## config.mk

```make
export PLATFORM = sky130hd
export DESIGN_NAME = sprite_blitter
export DESIGN_NICKNAME = d
export VERILOG_FILES = /design/src/rtl/sprite_blitter_pkg.sv /design/src/rtl/sprite_blitter_walker.sv /design/src/rtl/sprite_blitter.sv
export SDC_FILE = /design/constraint.sdc
export NUM_CORES = 1
export LEC_CHECK = 0
export CAP_MARGIN = 20
export CELL_PAD_IN_SITES_DETAIL_PLACEMENT = 0
export CELL_PAD_IN_SITES_GLOBAL_PLACEMENT = 2
export CORE_MARGIN = 2
export CORE_UTILIZATION = 37
export DETAILED_ROUTE_END_ITERATION = 8
export MAX_ROUTING_LAYER = met4
export PLACE_DENSITY = 0.86
export SLEW_MARGIN = 20
export SYNTH_ARGS = -nofsm -noshare
export SYNTH_HDL_FRONTEND = slang
export SYNTH_SLANG_ARGS = --single-unit
```

## constraint.sdc

```tcl
create_clock -name Clock -period 11 [get_ports Clock]
set_clock_uncertainty 0.15 [all_clocks]
set_input_delay 1.1 -clock Clock [delete_from_list [all_inputs] [get_ports Clock]]
set_output_delay 1.1 -clock Clock [all_outputs]
set_load 0.01 [all_outputs]
```

## src/rtl/sprite_blitter_pkg.sv

```systemverilog
// Shared constants, state encoding and helpers for the sprite blitter slice.
package sprite_blitter_pkg;

  localparam int unsigned DEF_SCREEN_W = 160;
  localparam int unsigned DEF_SCREEN_H = 120;
  localparam int unsigned COLOR_W      = 9;
  localparam int unsigned ADDR_W       = 12;
  localparam int unsigned DIM_W        = 5;

  localparam logic [COLOR_W-1:0] DEF_TRANSPARENT_COLOR = 9'h1C7;

  typedef enum logic [2:0] {
    IDLE,
    SETUP,
    FETCH,
    DRAIN,
    DONE
  } blitState_t;

  // Start address of an animation frame; the 13-bit product cannot overflow (7*31*31).
  function automatic logic [ADDR_W-1:0] frameBase(input logic [2:0]       f,
                                                  input logic [DIM_W-1:0] w,
                                                  input logic [DIM_W-1:0] h);
    logic [12:0] prod;
    prod = 13'(f) * 13'(w) * 13'(h);
    return prod[ADDR_W-1:0];
  endfunction

endpackage

```

## src/rtl/sprite_blitter_walker.sv

```systemverilog
// Row/column/address counters walking one sprite frame in row-major order.
module sprite_pixel_walker
  import sprite_blitter_pkg::*;
(
  input  logic              Clock,
  input  logic              Resetn,
  input  logic              load,
  input  logic              advance,
  input  logic [ADDR_W-1:0] baseAddr,
  input  logic [DIM_W-1:0]  width,
  input  logic [DIM_W-1:0]  height,
  output logic [ADDR_W-1:0] addr,
  output logic [DIM_W-1:0]  col,
  output logic [DIM_W-1:0]  row,
  output logic              last
);

  logic [DIM_W-1:0] widthReg;
  logic [DIM_W-1:0] heightReg;
  logic             colWrap;

  assign colWrap = (col == widthReg - DIM_W'(1));
  assign last    = colWrap && (row == heightReg - DIM_W'(1));

  // Row-major order makes the linear address a plain +1 counter.
  always_ff @(posedge Clock or negedge Resetn) begin
    if (!Resetn) begin
      addr      <= '0;
      col       <= '0;
      row       <= '0;
      widthReg  <= '0;
      heightReg <= '0;
    end else if (load) begin
      addr      <= baseAddr;
      col       <= '0;
      row       <= '0;
      widthReg  <= width;
      heightReg <= height;
    end else if (advance) begin
      addr <= addr + ADDR_W'(1);
      if (colWrap) begin
        col <= '0;
        row <= row + DIM_W'(1);
      end else begin
        col <= col + DIM_W'(1);
      end
    end
  end

endmodule

```

## src/rtl/sprite_blitter.sv

```systemverilog
// Sprite blitter: reads one animation frame from a sprite ROM and writes clipped,
// non-transparent pixels to the framebuffer through a ready/valid write port.
module sprite_blitter
  import sprite_blitter_pkg::*;
#(
  parameter int unsigned        SCREEN_W          = DEF_SCREEN_W,
  parameter int unsigned        SCREEN_H          = DEF_SCREEN_H,
  parameter logic [COLOR_W-1:0] TRANSPARENT_COLOR = DEF_TRANSPARENT_COLOR
) (
  input  logic               Clock,
  input  logic               Resetn,
  input  logic               Start,
  input  logic [2:0]         SpriteSel,
  input  logic [2:0]         Frame,
  input  logic [7:0]         PosX,
  input  logic [6:0]         PosY,
  output logic               Busy,
  output logic               Done,
  output logic [2:0]         MemSel,
  output logic [ADDR_W-1:0]  Address,
  input  logic [COLOR_W-1:0] MemData,
  input  logic [DIM_W-1:0]   Width,
  input  logic [DIM_W-1:0]   Height,
  input  logic [2:0]         AnimSteps,
  output logic [7:0]         FbX,
  output logic [6:0]         FbY,
  output logic [COLOR_W-1:0] FbColor,
  output logic               FbWrite,
  input  logic               FbReady
);

  blitState_t state, nextState;

  logic [2:0]         selReg;
  logic [2:0]         frameReg;
  logic [7:0]         posXReg;
  logic [6:0]         posYReg;

  logic               walkLoad;
  logic               walkAdvance;
  logic [ADDR_W-1:0]  walkBase;
  logic [2:0]         effFrame;
  logic [DIM_W-1:0]   walkCol;
  logic [DIM_W-1:0]   walkRow;
  logic               walkLast;

  logic               pendValid;
  logic [DIM_W-1:0]   pendCol;
  logic [DIM_W-1:0]   pendRow;
  logic               holdValid;
  logic [COLOR_W-1:0] colorHold;

  logic [COLOR_W-1:0] pixColor;
  logic [8:0]         pixX;
  logic [8:0]         pixY;
  logic               pixKeep;
  logic               fbWrite;
  logic               stall;

  // While stalled the ROM already shows the next word, so the stalled colour is
  // captured on the first stall cycle and replayed until the write is accepted.
  assign pixColor = holdValid ? colorHold : MemData;
  assign pixX     = {1'b0, posXReg} + {4'b0, pendCol};
  assign pixY     = {2'b0, posYReg} + {4'b0, pendRow};
  assign pixKeep  = (pixColor != TRANSPARENT_COLOR) &&
                    (pixX < 9'(SCREEN_W)) && (pixY < 9'(SCREEN_H));
  assign fbWrite  = pendValid && pixKeep;
  assign stall    = fbWrite && !FbReady;

  assign effFrame = (frameReg > AnimSteps) ? 3'd0 : frameReg;
  assign walkBase = frameBase(effFrame, Width, Height);

  sprite_pixel_walker uWalker (
    .Clock    (Clock),
    .Resetn   (Resetn),
    .load     (walkLoad),
    .advance  (walkAdvance),
    .baseAddr (walkBase),
    .width    (Width),
    .height   (Height),
    .addr     (Address),
    .col      (walkCol),
    .row      (walkRow),
    .last     (walkLast)
  );

  always_ff @(posedge Clock or negedge Resetn) begin
    if (!Resetn) state <= IDLE;
    else         state <= nextState;
  end

  always_comb begin
    nextState = state;
    unique case (state)
      IDLE:    if (Start) nextState = SETUP;
      SETUP:   nextState = (Width == '0 || Height == '0) ? DONE : FETCH;
      FETCH:   if (!stall && walkLast) nextState = DRAIN;
      DRAIN:   if (!stall) nextState = DONE;
      DONE:    nextState = IDLE;
      default: nextState = IDLE;
    endcase
  end

  always_comb begin
    Busy        = (state != IDLE);
    Done        = (state == DONE);
    walkLoad    = (state == SETUP);
    walkAdvance = (state == FETCH) && !stall;
  end

  always_ff @(posedge Clock or negedge Resetn) begin
    if (!Resetn) begin
      selReg    <= '0;
      frameReg  <= '0;
      posXReg   <= '0;
      posYReg   <= '0;
      pendValid <= 1'b0;
      pendCol   <= '0;
      pendRow   <= '0;
      holdValid <= 1'b0;
      colorHold <= '0;
    end else begin
      if (state == IDLE && Start) begin
        selReg   <= SpriteSel;
        frameReg <= Frame;
        posXReg  <= PosX;
        posYReg  <= PosY;
      end
      if (walkLoad) begin
        pendValid <= 1'b0;
      end else if (walkAdvance) begin
        pendValid <= 1'b1;
        pendCol   <= walkCol;
        pendRow   <= walkRow;
      end else if (state == DRAIN && !stall) begin
        pendValid <= 1'b0;
      end
      holdValid <= stall;
      if (stall && !holdValid) colorHold <= MemData;
    end
  end

  assign MemSel  = selReg;
  assign FbWrite = fbWrite;
  assign FbX     = fbWrite ? pixX[7:0] : '0;
  assign FbY     = fbWrite ? pixY[6:0] : '0;
  assign FbColor = fbWrite ? pixColor  : '0;

endmodule

```

Word level (Yosys, flattened, before mapping)
Index checks and enable logic that the tools add are counted.
{ "totals": {"register_bits": 77, "word_cells": 83, "in_bits": 47, "output_inout_bits": 42} }
{ "classes": {"multipliers": 2, "bitwise_logic": 1, "eq_ne": 10, "n_mux": 21, "addsub": 7, "magnitude_cmp": 3, "reduce_logical": 24} }
{ "op_table": {"columns": ["cell", "count"], "rows": [
  ["5-bit two-way mux", 6],
  ["12-bit two-way mux", 2],
  ["9-bit two-way mux", 2],
  ["3-bit two-way mux", 5],
  ["12-bit by 1-bit adder with 12-bit output, second input constant", 1],
  ["8-bit by 5-bit multiplier with 12-bit output", 1],
  ["3-bit one-hot mux with 4 select lines", 1],
  ["5-bit by 1-bit adder with 5-bit output, second input constant", 2],
  ["5-bit == test", 2],
  ["1-bit logical AND", 10],
  ["5-bit zero test", 2],
  ["5-bit by 1-bit subtractor with 5-bit output, second input constant", 2],
  ["8-bit by 5-bit adder with 9-bit output", 1],
  ["9-bit by 8-bit less-than comparator with 1-bit output, second input constant", 1],
  ["9-bit inequality test, second input constant", 1],
  ["7-bit by 5-bit adder with 8-bit output", 1],
  ["8-bit by 7-bit less-than comparator with 1-bit output, second input constant", 1],
  ["3-bit by 5-bit multiplier with 8-bit output", 1],
  ["8-bit two-way mux", 1],
  ["7-bit two-way mux", 1],
  ["3-bit by 2-bit == test with 1-bit output, second input constant", 2],
  ["2-bit inequality test, second input constant", 3],
  ["3-bit nonzero test", 2],
  ["2-bit AND reduction", 2],
  ["other kinds (10)", 15]
]} }

Longest topological paths before layout
{ "depth": {"depth_word": 11, "mapped_depth": 28, "depth_no_buf": 28} }

Hierarchy
Synthesis repeated with hierarchy kept, for this count alone.
{ "hier_totals": {"cells_unflattened": 602, "hier_area_um2": 5938.2} }
{ "modules_own_cells": {"columns": ["mod", "cells_per_inst", "instances", "seq_area_each_um2", "area_per_inst_um2"], "rows": [
  ["sprite_blitter", 412, 1, 1126.1, 4096.4],
  ["sprite_pixel_walker", 190, 1, 800.8, 1841.8]
]} }

Worst setup path before layout
Ideal clock, no wire load.
{ "synth_path": {"kind": "input-to-reg", "start": "input port AnimSteps[1]", "end": "register uWalker.addr[11]", "arrival_time_ns": 6.605, "setup_ns": 0.138, "required_ns": 10.712, "setup_slack_ns": 4.107, "stages": 27, "n_path_buf": 0, "path_cell_list": "inv_1 ha_1 a21o_1 a21oi_1 a31oi_1 nor2_1 nand2_1 fa_1 inv_1 ha_1 fa_1 xor2_1 and2_1 fa_1 fa_1 inv_1 fa_1 inv_1 ha_1 inv_1 nor2_1 a21o_1 a21o_1 a21o_1 a31oi_1 xnor2_1 o211ai_1"} }
{ "synth_via": {"elab_chain_cells": 5} }
{ "synth_rtl": {"columns": ["element", "line_no", "text"], "rows": [
  ["from (decl)", "sprite_blitter.sv:24", "input logic [2:0] AnimSteps,"],
  ["3-bit > comparator", "sprite_blitter.sv:70", "assign effFrame = (frameReg > AnimSteps) ? 3'd0 : frameReg;"],
  ["3-bit two-way mux", "sprite_blitter.sv:70", null],
  ["3-bit by 5-bit multiplier with 8-bit output", "sprite_blitter_pkg.sv:25", "prod = 13'(f) * 13'(w) * 13'(h);"],
  ["8-bit by 5-bit multiplier with 12-bit output", "sprite_blitter_pkg.sv:25", null],
  ["12-bit two-way mux", "sprite_blitter_walker.sv:33", "end else if (load) begin"],
  ["to (signal assigned)", "sprite_blitter_walker.sv:34", "addr <= baseAddr;"],
  ["to (signal assigned)", "sprite_blitter_walker.sv:40", "addr <= addr + ADDR_W'(1);"],
  ["to (decl)", "sprite_blitter_walker.sv:12", "output logic [ADDR_W-1:0] addr,"]
]} }
Every way passes these cells.
A chain may end at the register's enable or synchronous reset.

Worst setup path after layout
Same ends and word-level chain as after synthesis.

==> out/results.ini <==
[outcome]
status = finished, final reports clean

[cts]
cts.hold.buffers_added = 0
clock_sinks = 77
cts_tree = done
clkLatencyLatePin_ns = 0.33
cts_setup_buffers = 0
htreeDepth = 3
cts_buffers = 9
cts.clk_slew.worst_paths_ns = 0.06
ctsResizeCount = 0
cts_buffer_depth = 2
cts_root_buf = clkbuf_16

[hold_path]
min_from = pendValid
hold_path_class = flip-flop to flip-flop
whs_path_depth = 2

[power]
p_leak_nw = 3.38
ir_worst_vdd_mv = 0.142
finalPower_mw = 2.43
p_per_area_nw_per_um2 = 333

[setup_path]
worstReg2RegStart = frameReg[1]
required_ns = 11.04
path_max_fanout = 9
arrival_ns = 7.56
reg2reg_depth = 26
worstSetupEndpointType = flip-flop
path_class = primary input to flip-flop
cp-startpoint = AnimSteps[1]
cp-start-kind = primary input
reg2reg_slack_ns = 4.32

[drt]
via_per_inst = 4.97
drt-pass1-iter-count = 4
drt_iter0_drc = 126
wire_per_inst_um = 14.1
drt-total-wl_um = 13400
ant_nets = 0
num_vias = 4716
drcViolationCount = 0

[die]
coreArea_sq_um = 15800
die_x_um = 131
die_h_um = 131
rows = 46
initial_core_util_pct = 37.6
die_area_sq_um = 17100
io-pin-count = 89

[grt]
overflow = 0
grt_max_degree = 78
grt_pass1_vias = 4714
grt.total_usage_pct = 17.0
antenna_found_initial = 0
grt_pass1_wl_um = 22600

[layout]
final_nets = 842
utilization_pct = 46.2
num_antenna_cells = 0
area_delta_synth_final_pct = 22.7
stdcell_count = 948
stdcell_area_sq_um = 7310
layout-drive-gt1-share_pct = 7.92

[timing]
rsz0062_at_grt = false
drv_slew = 0
tightest_slew_ns = 0.823
fmax_mhz = 133
slew_headroom_pct = 45.2
fin_crit_ns = 7.52
finalSetupTns_ns = 0
finalHoldViolCount = 0
setup_viol = 0
post-route-period-util_pct = 68.4

[logic_synthesis]
synth_top_flop_cell = dfrtp_1
synth.avg_cell_area_sq_um = 9.22
yosys_register_bits = 77
seq_area_frac_synth_pct = 32.3
synth.distinct_cells = 62
synthCells = 646
syn-num-nets = 761
syn-cell-area_sq_um = 5960
synth_edf_count = 0
async_flop_share_pct = 100
yosysWarnings = 0

[place]
gp_congestion = 0.842
hpwlAfterDp_um = 10100
place_inst = 932
io_buffers = 88
dpl_cell_area_sq_um = 7030

[flow_run]
max_cap_violations = 0

==> flip-flops by register name, summed over array words and instances, names as in the netlist <==
name	cells
uWalker.addr	12
colorHold	9
posXReg	8
posYReg	7
pendCol	5
pendRow	5
uWalker.col	5
uWalker.heightReg	5
uWalker.row	5
uWalker.widthReg	5
MemSel	3
frameReg	3
state	3
holdValid	1
pendValid	1
==> critical path, cell delays in order <==
cell and delay [ns]:
clkdlybuf4s50_1 0.45, inv_1 0.04, ha_1 0.30, a21o_1 0.19, a21oi_1 0.15, a31oi_1 0.09
nor2_1 0.44, nand2_1 0.13, fa_1 0.50, inv_1 0.04, ha_1 0.21, fa_1 0.40
xor2_1 0.28, and2_1 0.19, fa_1 0.45, fa_1 0.55, inv_1 0.05, fa_1 0.53
inv_1 0.04, ha_1 0.31, inv_1 0.08, nor2_1 0.04, a21o_1 0.19, a21o_1 0.18
a21o_1 0.19, a31oi_1 0.19, xnor2_1 0.15, o211ai_1 0.09
==> cell families after synthesis <==
kind of cell               after synthesis  share of synthesized area (%)
xor gates and xnor gates                41                           6.03
buffers and inverters                   66                           4.54
muxes                                   41                           7.48
adders and majority gates               68                           17.2
DFF                                     77                           32.3
AOI/OAI and AO/OA                      102                           11.6
and+or+nand+nor                        251                           20.9
==> stage by stage <==
| step | hold WS [ns] | setup WS (ns) |
|---|---|---|
| finish | 0.322 | 3.48 |
| global route | 0.359 | 2.99 |
| CTS | 0.325 | 3.47 |
| detailed placement | 0.312 | 3.12 |
| global placement | 0.304 | 3.37 |
| floorplan | 0.280 | 4.11 |
==> path summary, 6_finish.rpt <==
kind | to
max | uWalker.addr[11]
min | pendValid
max reg2reg | uWalker.addr[11]
min reg2reg | pendValid
max in group asynchronous | pendCol[0]
min in group asynchronous | posXReg[1]
==> cell usage in the layout, fill, tap and decap left out, drive strengths merged, types with 9 or more instances in the layout <==
| master | n |
|---|---|
| mux2 | 28 |
| xor2 | 16 |
| nand3 | 9 |
| and2 | 37 |
| o21ai | 29 |
| dfrtp | 77 |
| a21oi | 28 |
| xnor2 | 25 |
| fa | 23 |
| clkdlybuf4s50 | 87 |
| ha | 45 |
| a21o | 13 |
| nor2b | 11 |
| clkbuf | 12 |
| nand2 | 95 |
| inv | 46 |
| nor2 | 51 |
| mux2i | 13 |
==> cell usage after synthesis, types with 6 or more instances <==
master    count  area share [%]
nand2_1      95             6.0
dfrtp_1      77              32
nor2_1       50             3.2
ha_1         45             9.5
inv_1        45             2.8
and2_1       37             3.9
mux2_2       27             5.1
a21oi_1      26             2.2
o21ai_0      25             2.1
xnor2_1      25             3.7
fa_1         23             7.7
xor2_1       16             2.4
a21o_1       13             1.6
mux2i_1      13             2.2
clkbuf_1     12            0.76
nor2b_1      11             1.2
nand3_1       9            0.76
nand2b_1      8            0.84
and3_1        7            0.74
nand4_1       7            0.74
a31oi_1       6            0.63
==> power by group <==
group          internal, mW  total (mW)  switching, mW
Sequential            0.408       0.538          0.129
Combinational         0.765        1.62          0.853
Clock                 0.164       0.275          0.111
==> layout make-up <==
class	count	area (sq um)
clock buffers	12	256
clock inverters	4	22.5
fillers	1550	8520
inverters	46	173
multi-input cells	503	3760
flip-flops and latches	77	1930
well taps	216	270
repair buffers	90	897
==> routing by layer <==
metal | vias to the layer above | routed length, um | track usage (%)
li1 | 2360 | - | -
met1 | 2253 | 6540 | 22.2
met2 | 88 | 6210 | 27.6
met3 | 15 | 443 | 2.36
met4 | 0 | 203 | 5.07
met5 | - | 0 | -
(Power assumes the default switching activity.)
